**config.mk**
```make
export PLATFORM = sky130hd
export DESIGN_NAME = mem_port_arbiter
export DESIGN_NICKNAME = d
export VERILOG_FILES = /design/src/rtl/mem_port_arbiter.sv
export SDC_FILE = /design/constraint.sdc
export NUM_CORES = 1
export LEC_CHECK = 0
export ABC_AREA = 0
export BUFFER_PORTS_ARGS = -buffer_cell sky130_fd_sc_hd__buf_4
export CAP_MARGIN = 20
export CORE_AREA = 2 2 108 110
export DETAILED_ROUTE_END_ITERATION = 8
export DIE_AREA = 0 0 110 112
export PLACE_DENSITY_LB_ADDON = 0.1
export SETUP_SLACK_MARGIN = 0.5
export SYNTH_ARGS = -nofsm -noshare
export SYNTH_HDL_FRONTEND = slang
export SYNTH_SLANG_ARGS = --single-unit
```
**constraint.sdc**
```tcl
create_clock -name clk -period 2.3 [get_ports clk]
set_clock_uncertainty 0.1 [all_clocks]
set_input_delay 0.23 -clock clk [delete_from_list [all_inputs] [get_ports clk]]
set_output_delay 0.23 -clock clk [all_outputs]
set_load 0.005 [all_outputs]
```
**src/rtl/mem_port_arbiter.sv**
```systemverilog
// Two-port arbiter sharing one magic_memory-style port between the instruction (A)
// and data (B) requesters; one registered downstream transaction at a time.
module mem_port_arbiter #(
    parameter int ADDR_WIDTH = 32,
    parameter int DATA_WIDTH = 32,
    parameter int MASK_WIDTH = DATA_WIDTH / 8,
    parameter int B_PRIORITY = 1
) (
    input  logic                  clk,
    input  logic                  rst,
    input  logic                  a_read,
    input  logic [ADDR_WIDTH-1:0] a_address,
    output logic                  a_resp,
    output logic [DATA_WIDTH-1:0] a_rdata,
    input  logic                  b_read,
    input  logic                  b_write,
    input  logic [MASK_WIDTH-1:0] b_wmask,
    input  logic [ADDR_WIDTH-1:0] b_address,
    input  logic [DATA_WIDTH-1:0] b_wdata,
    output logic                  b_resp,
    output logic [DATA_WIDTH-1:0] b_rdata,
    output logic                  mem_read,
    output logic                  mem_write,
    output logic [MASK_WIDTH-1:0] mem_wmask,
    output logic [ADDR_WIDTH-1:0] mem_address,
    output logic [DATA_WIDTH-1:0] mem_wdata,
    input  logic                  mem_resp,
    input  logic [DATA_WIDTH-1:0] mem_rdata,
    output logic [1:0]            dbg_state
);

    // Handshake: a requester holds read/write and its operands until it sees its
    // single-cycle resp; downstream, mem_* hold steady until the one-cycle mem_resp.
    typedef enum logic [1:0] {
        IDLE    = 2'd0,
        SERVE_A = 2'd1,
        SERVE_B = 2'd2
    } state_t;

    state_t state, state_nxt;
    logic   last_grant_b;
    logic   a_req, b_req, b_wins_tie;

    assign a_req      = a_read;
    assign b_req      = b_read | b_write;
    assign b_wins_tie = (B_PRIORITY != 0) ? 1'b1 : !last_grant_b;

    always_ff @(posedge clk) begin
        if (rst) state <= IDLE;
        else     state <= state_nxt;
    end

    always_comb begin
        state_nxt = state;
        case (state)
            IDLE: begin
                if (b_req && (!a_req || b_wins_tie)) state_nxt = SERVE_B;
                else if (a_req)                      state_nxt = SERVE_A;
            end
            SERVE_A, SERVE_B: begin
                if (mem_resp) state_nxt = IDLE;
            end
            default: state_nxt = IDLE;
        endcase
    end

    // Downstream request is captured on the grant edge; a write wins over a read.
    always_ff @(posedge clk) begin
        if (rst) begin
            mem_read     <= 1'b0;
            mem_write    <= 1'b0;
            mem_wmask    <= '0;
            mem_address  <= '0;
            mem_wdata    <= '0;
            last_grant_b <= 1'b0;
        end else begin
            case (state)
                IDLE: begin
                    if (state_nxt == SERVE_B) begin
                        mem_read    <= b_read & ~b_write;
                        mem_write   <= b_write;
                        mem_wmask   <= b_wmask;
                        mem_address <= b_address;
                        mem_wdata   <= b_wdata;
                    end else if (state_nxt == SERVE_A) begin
                        mem_read    <= 1'b1;
                        mem_write   <= 1'b0;
                        mem_wmask   <= '0;
                        mem_address <= a_address;
                        mem_wdata   <= '0;
                    end
                end
                SERVE_A: begin
                    if (mem_resp) begin
                        mem_read     <= 1'b0;
                        mem_write    <= 1'b0;
                        last_grant_b <= 1'b0;
                    end
                end
                SERVE_B: begin
                    if (mem_resp) begin
                        mem_read     <= 1'b0;
                        mem_write    <= 1'b0;
                        last_grant_b <= 1'b1;
                    end
                end
                default: ;
            endcase
        end
    end

    // Completion is routed combinationally to the granted port only.
    always_comb begin
        a_resp    = 1'b0;
        b_resp    = 1'b0;
        a_rdata   = '0;
        b_rdata   = '0;
        dbg_state = state;
        if (state == SERVE_A && mem_resp) begin
            a_resp  = 1'b1;
            a_rdata = mem_rdata;
        end
        if (state == SERVE_B && mem_resp) begin
            b_resp  = 1'b1;
            b_rdata = mem_rdata;
        end
    end

endmodule

```
; Word-level counts from Yosys, hierarchy flattened
; Index checks and enable logic that the tools add are counted.
[totals]
regBits = 72
in_bits = 138
out_inout_bits = 138
[classes]
eq_ne = 6
reduce_logical = 8
mux = 21
bitwise = 3
[ops]
columns = op, n
row1 = $mux 32, 6
row2 = $mux 4, 2
row3 = $mux 1, 7
row4 = $mux 2, 3
row5 = $eq 2x1->1 const B, 2
row6 = $eq 2x2->1 const B, 2
row7 = $pmux 1 s2, 2
row8 = $pmux 2 s2, 1
row9 = $reduce_bool 2->1, 2
row10 = $ne 3x3->1 const B, 1
row11 = $reduce_and 3->1, 1
row12 = $logic_and 1x1->1, 2
row13 = $logic_not 2->1, 1
row14 = $ne 2x1->1 const B, 1
row15 = $reduce_and 2->1, 1
row16 = $reduce_or 2->1, 1
row17 = $and 1x1->1, 1
row18 = $not 1->1, 1
row19 = $or 1x1->1, 1

; Logic depth before layout (Yosys ltp)
; Gate-level depths: netlist (run 1).
[logic_depth]
ltp_word = 7
ltp_mapped = 11
ltp_nobuf = 9

; Worst setup path after synthesis (run 1)
; No wires, ideal clock.
[synth_path]
path_kind = register -> register
start = register state[0] (netlist: dbg_state[0])
end = register mem_wdata[10]
slack_ns = -0.169
path_stages_with_launch = 12
period_less_slack_ns = 2.469
arrival_time_ns = 2.298
required_ns = 2.130
cell_sequence = dfxtp_1 > inv_1 > ha_1 > nor4bb_1 > a211oi_1 > or2_2 > ha_1 > nand2b_1 > buf_2 > clkbuf_1 > nand2_1 > a21oi_1
[synth_between]
elab_chain_len = 6
elab_cells_between_ends = 13
classes_between = eq/ne (4) / mux (5) / reduce/logical (4)
[synth_lines]
columns = element, line_no
row1 = from (decl), 40  ; state_t state, state_nxt;
row2 = from (signal assigned), 50  ; else state <= state_nxt;
row3 = $eq 2x1->1 (tied with other cells), 55  ; case (state)
row4 = $reduce_or 2->1 (no source line) / $mux 2 (equally long branches), -
row5 = $pmux 2 s2, 55
row6 = $eq 2x2->1 / $eq 2x1->1 (equally long branches), "79, 85"
row7 = $reduce_bool 2->1 (no source line), -
row8 = $reduce_and 2->1 (no source line), -
row9 = to (signal assigned), 84  ; mem_wdata <= b_wdata;
row10 = to (decl), 26  ; output logic [DATA_WIDTH-1:0] mem_wdata,
; Parallel ways exist; a longest one is shown, timed or not.
; A chain may end at the register's enable or synchronous reset.

; Worst setup path in the final report (run 1)
[layout_path]
start = register state[0] (netlist: dbg_state[0])
end = register mem_address[30]
[layout_between]
elab_chain_len = 6
elab_cells_between_ends = 13
classes_between = eq/ne (4) / mux (5) / reduce/logical (4)
[layout_lines]
columns = element, line_no
row1 = $eq 2x1->1 (tied with other cells), 55
row2 = $reduce_or 2->1 (no source line) / $mux 2 (equally long branches), -
row3 = $pmux 2 s2, 55
row4 = $eq 2x2->1 / $eq 2x1->1 (equally long branches), "79, 85"
row5 = $reduce_bool 2->1 (no source line), -
row6 = $reduce_and 2->1 (no source line), -
row7 = to (signal assigned), 83  ; mem_address <= b_address;
row8 = to (signal assigned), 89  ; mem_address <= a_address;
row9 = to (decl), 25  ; output logic [ADDR_WIDTH-1:0] mem_address,
; Parallel ways exist; a longest one is shown, timed or not.

==> results of run 1 <==
==> per-layer routing <==
layer	share of wire [%]	track usage [%]	vias to the layer above
met5	0	0	-
met3	7.8	5.68	17
met4	1.4	5.23	0
li1	-	-	2030
met1	38	21.0	1941
met2	52	33.4	167
==> worst register-to-register path: stages (launching register included) <==
cell and delay [ps]:
dfxtp_4 360, inv_4 40, ha_4 250, nor2b_4 150, a211oi_2 80, or2_4 250
ha_4 260, nor2b_4 130, buf_12 150, clkbuf_16 210, nor2_1 70, a211oi_1 210
==> where the power goes <==
part	switching, mW	leakage (nW)	internal (mW)	total, mW
logic	0.844	2.53	0.969	1.81
registers	0.0945	0.593	1.42	1.52
clock network	0.556	0.141	0.871	1.43
==> kinds of logic (layout without fill, tap and decap cells) <==
logic type,after synthesis,after routing,synth area share (%)
DFF,72,72,41.6
muxes,32,32,9.25
buffers and inverters,47,326,6.76
adders and majority gates,5,5,1.81
and+or+nand+nor,179,179,26.3
AOI/OAI and AO/OA,79,79,14.2
==> sequential cells by signal, summed over array words and instances (netlist names) <==
name and cells:
mem_read 1, mem_address 32, mem_wdata 32, mem_wmask 4, mem_write 1, dbg_state 2
==> layout by cell type (no fill, tap or decap), drive strengths merged, types with 3 or more instances in the layout <==
master and instances:
buf 300, dfxtp 72, and3 64, a21oi 39, nand2 36, nand3 36, a211oi 34, mux2i 32
nor2 32, clkbuf 17, ha 5, inv 4, clkinvlp 3, nor2b 3, o21ai 3
==> worst max-delay path by stage <==
stage	startpoint	endpoint
finish	dbg_state[0]	mem_address[30]
global route	dbg_state[1]	mem_address[30]
floorplan	dbg_state[0]	mem_address[0]
global placement	dbg_state[0]	mem_wdata[26]
CTS	dbg_state[0]	mem_address[2]
detailed placement	dbg_state[0]	mem_wdata[23]
==> per-stage QoR <==
stage | std cells | hold WS [ps] | power (mW) | setup slack (ps) | setup TNS (ps)
after floorplan | 414 | 290 | 2.27 | 187 | 0
after global placement | 800 | 342 | 2.87 | 123 | 0
after detailed placement | 800 | 348 | 2.89 | 56.9 | 0
after CTS | 819 | 61.6 | 4.34 | 70.1 | 0
after global routing | 836 | 63.5 | 4.99 | -77.5 | -467
final | 836 | 66.7 | 4.76 | -35.0 | -35.0
==> layout make-up <==
| class | instances | area share [%] |
|---|---|---|
| tap | 143 | 2.59 |
| clock buffer | 10 | 3.46 |
| inverter | 3 | 0.199 |
| sequential | 72 | 20.9 |
| clock inverter | 6 | 0.959 |
| multi-input combinational | 295 | 34.0 |
| timing repair buffer | 307 | 37.8 |
==> repair_timing <==
item                       in CTS  in global routing
setup endpoints to repair     136                136
buffers inserted                3                  8
gates resized for setup         6                104
cloned                          0                  9
pin swaps                       4                 26
==> impl_metrics.ini, run 1 <==
[global_route]
grt.total_usage_pct = 18.7
antenna_found_initial = 0
grt-ovfl-total = 0
grt_pass1_vias = 3715
grt_max_degree = 68
grt_pass1_wl_um = 18200

[clock_tree]
htreeDepth = 3
ctsLongestPathBuffers = 2
clk_pin_slew_ps = 60
clock-sinks = 72
clk_latency_ps = 320
cts_root_buffer = clkbuf_16
cts_inserted_buffers = 9
cts_hold_buf = 0
cts_tree = done

[sta]
tightest_slew_ps = 548
fin_ws_ps = -35.0
rsz0062_at_grt = yes
finalSetupViolations = 1
slew_headroom_pct = 63.5
fmax_mhz = 428
period_share_pct = 102
slew_viol_final = 0
hold_viol_final = 0
period_minus_slack_ps = 2340

[floorplan]
io_pins = 276
die_area_um2 = 12300
dieWidth_um = 110
core_um2 = 11200
rows = 39
initial_core_util_pct = 31.0
die_h_um = 112

[logic_synthesis]
seq_area_frac_synth_pct = 41.6
syn_area_um2 = 3460
syn_avg_cell_area_um2 = 8.36
netlist_instances = 414
async_reset_ff_share_pct = 0
synth_warnings = 0
synth_largest_area_cell = dfxtp_1
synth-edff-count = 0
yosysTopAreaCellShare_pct = 41.6
ys.flop_type = dfxtp_1
ys_top_cells_by_count = dfxtp_1, and3_1, a21oi_1, nand2_1, nand3_1
yosysMostFrequentCell = dfxtp_1
ys_types = 25
ys_seq_elements = 72
syn_nets = 557
synth_area_leaders = dfxtp_1, and3_1, mux2i_1, a211oi_1, a21oi_1

[setup_path]
worst_r2r_path_depth = 11
critPathCaptureType = flop
slowest_delay_ps = 360
path_delay_family = simple AND/OR/NAND/NOR gates
required_ps = 2430
path_class = flop to flop
crit_cells = 11
rrSetupSlack_ps = -40
cp_cell_sequence = inv_4, ha_4, nor2b_4, a211oi_2, or2_4, ha_4, nor2b_4, buf_12, clkbuf_16, nor2_1, a211oi_1
crit_path_top_delay_cell = dfxtp_4
worst-path-max-fanout = 28
worst_ep_arrival_time_ps = 2460
cp.buffers_inverters = 3
r2r_start = dbg_state[0]
r2r-end = mem_address[30]
crit_path_start_kind = flop

[placed_design]
place.gp.congestion = 0.764
place_area_um2 = 5730
io_buffers = 275
hpwl_um = 9000

[finish]
fillCellCount = 985
n_antenna_cell = 0
multi_input_area_um2 = 2350
postLayoutCellArea_um2 = 6910
utilization_pct = 61.9
nets = 831
drive_gt1_share_pct = 60.3
ff_latch_area_um2 = 1450
area_delta_synth_final_pct = 99.7

[route]
first_iter_violations = 153
drc_errors = 0
wl_um = 14200
ant_nets = 0
vias = 4155
route.detailed.wl_per_inst_um = 17.0
firstDrtPassIters = 4
routed_via_density = 4.97

[power_and_ir_drop]
vdd_drop_max_mv = 0.440
power_density_nw_per_um2 = 688
p_leak_nw = 3.27

[outcome]
violations = setup timing
status = finished, violations left

[worst_hold_path]
hp-class = input port to flop
worstHoldStart = b_wdata[13]
hold_depth = 3
min_to = mem_wdata[13]

[flow_run]
cap_violations = 0
Power figures use the tool's default switching activity.
==> run 2: changes to the inputs <==
- SKIP_LAST_GASP: not set -> 1
- TNS_END_PERCENT: not set -> 30
==> run 2 against run 1 <==
The flow now finishes without violations. Critical path type unchanged. Global-route usage is 1.0 points higher. First-iteration DRC count is 14% higher. Sequential power hardly changed. Count of clock-buffer cells in the layout stayed put. Final area is 6.4% lower. Largest cell class unchanged. Register-to-register slack better by 40 ps.
==> impl_metrics.ini, run 2 (synthesis gave the netlist of run 1 again) <==
[placed_design]
place.gp.congestion = 0.750
place_area_um2 = 5740
hpwl_um = 8940
io_buffers = 275

[setup_path]
cp_cell_sequence = inv_4, ha_4, nor2b_4, a211oi_2, or2_4, ha_4, nor2b_4, buf_12, buf_12, nor2_1, a211oi_1
required_ps = 2430
crit_path_start_kind = flop
crit_path_top_delay_cell = dfxtp_4
path_delay_family = simple AND/OR/NAND/NOR gates
slowest_delay_ps = 360
worst-path-max-fanout = 7
path_class = flop to flop
worst_ep_arrival_time_ps = 2420
critPathCaptureType = flop
cp.buffers_inverters = 3

[sta]
slew_headroom_pct = 67.1
period_minus_slack_ps = 2290
fmax_mhz = 436
period_share_pct = 99.6
tightest_slew_ps = 494
slew_viol_final = 0
hold_viol_final = 0
rsz0062_at_grt = yes
finalSetupViolations = 0

[power_and_ir_drop]
p_leak_nw = 3.25
seq_power_share_pct = 32.9
total_power_mw = 4.60
p_switching_mw = 1.40
power.share.clock_pct = 30.1
power_density_nw_per_um2 = 712
internal_power_mw = 3.20
vdd_drop_max_mv = 0.379
p_sw_share_pct = 30.4
combPwrFrac_pct = 37.0

[worst_hold_path]
hp-class = input port to flop

[finish]
mostFrequentLayoutCell = buf_4
nets = 823
drive_gt1_share_pct = 53.7
postLayoutCellArea_um2 = 6470
area_delta_synth_final_pct = 86.8
fillCellCount = 1007
layout_common_cells = buf_4, dfxtp_1, and3_1
reg_top3 = mem_address: 32 flops, mem_wdata: 32 flops, mem_wmask: 4 flops
n_antenna_cell = 0

[floorplan]
initial_core_util_pct = 31.0
die_h_um = 112
io_pins = 276
rows = 39
die_area_um2 = 12300
core_um2 = 11200
dieWidth_um = 110

[clock_tree]
clk_pin_slew_ps = 60
clock-sinks = 72
clk_latency_ps = 320
cts_inserted_buffers = 9
cts_hold_buf = 0
ctsLongestPathBuffers = 2
cts_root_buffer = clkbuf_16
htreeDepth = 3
cts_tree = done

[global_route]
grt-ovfl-total = 0
antenna_found_initial = 0
grt_max_degree = 68
grt_pass1_wl_um = 19000
grt_pass1_vias = 3763
grt.total_usage_pct = 19.7

[route]
ant_nets = 0
routed_via_density = 4.95
wl_um = 13300
vias = 4095
firstDrtPassIters = 5
first_iter_violations = 174
drc_errors = 0
route.detailed.wl_per_inst_um = 16.1

[outcome]
status = finished, final reports clean

[flow_run]
cap_violations = 0
-- run 2: cell types whose count changed in the layout (fill, tap and decap cells not counted), sizes merged --
| cell | previous run | this run |
|---|---|---|
| buf | 300 | 295 |
| clkbuf | 17 | 14 |
| clkinvlp | 3 | 1 |
| clkinv | 1 | 2 |
-- run 2: area by class of cell --
type                            count  area, µm²  share of cell area (%)
Inverter                            3       13.8                   0.213
Clock buffer                       10        239                    3.69
Multi-Input combinational cell    295       2070                    32.0
Sequential cell                    72       1450                    22.4
Clock inverter                      5       56.3                   0.870
Timing Repair Buffer              299       2470                    38.1
Tap cell                          143        179                    2.77
-- run 2: metal layers --
layer	up-vias	wire length (µm)	track usage, %
met5	-	0	0
met4	0	148	4.81
met3	11	1160	5.74
met2	163	6750	34.8
met1	1914	5290	22.9
li1	2007	-	-
-- run 2: worst paths after layout --
kind,start,end,slack [ps],depth (start not counted)
worst min register to register,mem_wdata[9],mem_wdata[9],350,2
worst min-delay path,b_wdata[18],mem_wdata[18],80,3
worst max register to register,dbg_state[0],mem_address[27],9,11
worst max-delay path,dbg_state[0],mem_address[27],9,11
-- run 2: power by group through the flow --
| stage | clock, mW | combinational, mW | sequential (mW) |
|---|---|---|---|
| detailed placement | 0 | 1.37 | 1.53 |
| floorplan | 0 | 0.720 | 1.55 |
| global route | 1.47 | 1.84 | 1.54 |
| global placement | 0 | 1.35 | 1.53 |
| CTS | 1.42 | 1.56 | 1.51 |
| finish | 1.39 | 1.70 | 1.51 |
-- run 2: what timing repair did --
| action | in CTS | in global routing |
|---|---|---|
| setup endpoints to repair | 136 | 136 |
| pin swaps | 2 | 7 |
| cloned | 3 | 4 |
| buffers inserted | 2 | 3 |
| resized for setup | 26 | 24 |
| endpoints found under the hold margin | 0 | 0 |
-- run 2: worst register-to-register path, delay by kind of cell (launching register included) --
kind	cells	cell delay, ps
simple gates	4	590
fa+ha+maj	2	500
buf+inv	3	370
flops	1	360
compound gates	2	300
-- run 2: through the flow --
stage                     hold slack, ps  setup WS [ps]  util (%)  cells  setup TNS [ps]
final                               77.8           8.66      57.9    827               0
after global routing                69.1          -66.0      57.9    827            -855
after CTS                           67.7           63.7      55.9    820               0
after detailed placement             347           33.9      51.4    800               0
after global placement               343            134      51.4    800               0
after floorplan                      291            187         -    414               0
==> run 3: changes to the inputs <==
- ABC_AREA: 0 -> 1
- CORE_AREA: 2 2 108 110 -> 2 2 109 111
- CTS_CLUSTER_DIAMETER: not set -> 100
- DIE_AREA: 0 0 110 112 -> 0 0 111 113
==> run 3 against run 2 <==
Count of clock-buffer cells in the layout rose by 1. Flip-flop and latch count unchanged. Sequential share of layout area grew 0.55 points. Setup slack improved by 110 ps. Register-to-register slack improved by 110 ps. Sequential power hardly changed. Wire length rose by 0.57%. Total power fell by 6.5%. Area after synthesis grew 1.9%. Utilization fell by 1.9 points. Largest cell class unchanged. Largest power group is now registers.
==> impl_metrics.ini, run 3 <==
[sta]
period_share_pct = 95.0
hold_viol_final = 0
fmax_mhz = 458
period_minus_slack_ps = 2180
finalSetupViolations = 0
rsz0062_at_grt = yes
tns_ps = 0
slew_viol_final = 0
slew_headroom_pct = 33.9
fin_ws_ps = 115
tightest_slew_ps = 991

[finish]
reg_top3 = mem_address: 32 flops, mem_wdata: 32 flops, mem_wmask: 4 flops
area_delta_synth_final_pct = 79.0
utilization_pct = 56.0
n_antenna_cell = 0
multi_input_area_um2 = 1650
drive_gt1_share_pct = 43.1
ff_latch_area_um2 = 1450
fillCellCount = 1066
postLayoutCellArea_um2 = 6310
nets = 936
layout_common_cells = buf_4, nor2_1, inv_1
mostFrequentLayoutCell = buf_4

[setup_path]
cp.buffers_inverters = 4
slowest_delay_ps = 360
path_class = flop to flop
path_delay_family = buffers and inverters
worst_ep_arrival_time_ps = 2300
crit_end = mem_address[3]
required_ps = 2420
rrSetupSlack_ps = 120
r2r-end = mem_address[3]
crit_cells = 11
startpoint = dbg_state[1]
cpMostUsedCell = buf_12
worst-path-max-fanout = 11
critPathCaptureType = flop
worst_r2r_path_depth = 11
cp_cell_sequence = buf_4, ha_2, a21oi_2, o21ai_4, ha_4, nor2_4, buf_12, buf_12, buf_16, o21ai_0, nor2_1
crit_path_top_delay_cell = dfxtp_4
crit_path_start_kind = flop
r2r_start = dbg_state[1]

[worst_hold_path]
worstHoldStart = b_address[22]
hp-class = input port to flop

[floorplan]
rows = 39
core_um2 = 11300
initial_core_util_pct = 31.3
die_h_um = 113
die_area_um2 = 12500
dieWidth_um = 111
io_pins = 276

[logic_synthesis]
async_reset_ff_share_pct = 0
ys.flop_type = dfxtp_1
syn_avg_cell_area_um2 = 6.74
ys_top_cells_by_count = nor2_1, inv_1, dfxtp_1, a21oi_1, nand2_1
synth_warnings = 0
synth-edff-count = 0
seq_area_frac_synth_pct = 40.9
yosysMostFrequentCell = nor2_1
synth-compound-area-share_pct = 19.4
yosysTopAreaCellShare_pct = 40.9
synth_area_leaders = dfxtp_1, nor2_1, a21oi_1, inv_1, nand2_1
synthAdderAreaFrac_pct = 1.77
syn_area_um2 = 3530
ys_seq_elements = 72
netlist_instances = 523
syn_nets = 666
synth_largest_area_cell = dfxtp_1
synth_mux_area_share_pct = 0
synth_top_family_by_area = simple AND/OR/NAND/NOR gates
synth_xor_area_share_pct = 0
synth-simple-area-share_pct = 23.0
ys_types = 20

[power_and_ir_drop]
seq_power_share_pct = 34.7
p_leak_nw = 3.27
p_switching_mw = 1.32
vdd_drop_max_mv = 0.395
power.share.clock_pct = 31.1
power_density_nw_per_um2 = 682
combPwrFrac_pct = 34.2
internal_power_mw = 2.99
p_sw_share_pct = 30.6

[route]
route.detailed.wl_per_inst_um = 14.3
first_iter_violations = 228
wl_um = 13400
firstDrtPassIters = 4
ant_nets = 0
drc_errors = 0
routed_via_density = 4.60
vias = 4333

[placed_design]
place_area_um2 = 5670
hpwl_um = 9310
pre_cts_ws_ps = 55.5
place.gp.congestion = 0.814
io_buffers = 275

[clock_tree]
cts_inserted_buffers = 9
clock-sinks = 72
clk_pin_slew_ps = 60
cts_hold_buf = 0
htreeDepth = 3
clk_latency_ps = 320
cts_tree = done
cts_root_buffer = clkbuf_16
ctsLongestPathBuffers = 2

[outcome]
status = finished, final reports clean

[global_route]
grt_pass1_vias = 4037
grt_max_degree = 65
grt_pass1_wl_um = 20000
grt-ovfl-total = 0
antenna_found_initial = 0
grt.total_usage_pct = 19.6

[flow_run]
cap_violations = 0
==> run 3: cell types whose count changed in the layout (fill, tap and decap cells not counted), sizes merged, moves of 32 or more <==
cell    previous run  this run
o21ai              3        66
a21oi             39        71
inv                4        80
a211oi            34         0
mux2i             32         0
and3              64         0
nor2              32       102
==> run 3: cell families after synthesis <==
| logic type | after synthesis |
|---|---|
| AO/OA/AOI/OAI | 137 |
| AND/OR/NAND/NOR | 192 |
| flip-flops | 72 |
| adder cells (fa/ha/maj) | 5 |
| buffers and inverters | 117 |
==> run 3: worst min-delay path: cells and delay by family <==
family / cells / cell delay, ps
compound gates: 1 / 50
buf+inv: 1 / 80
simple gates: 1 / 70
==> run 3: worst min path at each step <==
| stage | end | cells after the start |
|---|---|---|
| 5_1_grt | mem_address[28] | 3 |
| 4_1_cts | mem_address[22] | 3 |
| 2_1_floorplan | mem_address[3] | 2 |
| 6_report | mem_address[22] | 3 |
| 3_5_place_dp | mem_wdata[5] | 2 |
| 3_3_place_gp | mem_wdata[5] | 2 |
==> run 3: per-stage QoR <==
stage,std cells,hold WS (ps),power (mW)
floorplan,523,272,2.15
global placement,910,352,2.71
CTS,934,14.3,4.23
global route,941,24.0,4.57
finish,941,26.2,4.31
detailed placement,910,355,2.72
==> run 3: area by class of cell <==
class | count | share of cell area, %
tap | 143 | 2.83
clock buffer | 11 | 4.00
inverter | 78 | 4.84
sequential | 72 | 22.9
clock inverter | 5 | 0.595
multi-input combinational | 334 | 26.1
timing repair buffer | 298 | 38.7
==> run 3: power groups by stage <==
stage	Clock, mW	Combinational, mW	Sequential, mW
2_1_floorplan	0	0.625	1.52
3_3_place_gp	0	1.20	1.51
3_5_place_dp	0	1.21	1.51
4_1_cts	1.38	1.35	1.49
5_1_grt	1.44	1.61	1.51
6_report	1.34	1.47	1.50
==> run 3: per-layer routing <==
layer,track usage [%],part of all wire [%],vias to the layer above
li1,-,-,2196
met1,22.6,40,1941
met2,35.2,51,176
met3,5.41,7.1,20
met4,6.75,2.1,0
met5,0,0,-
==> run 3: timing repair <==
| item | 4_1_cts | 5_1_grt |
|---|---|---|
| hold endpoints to repair | 0 | 0 |
| pin swaps | 5 | 14 |
| gates resized for setup | 18 | 34 |
| gates cloned | 2 | 5 |
| buffers inserted | 6 | 2 |
| setup endpoints to repair | 136 | 136 |
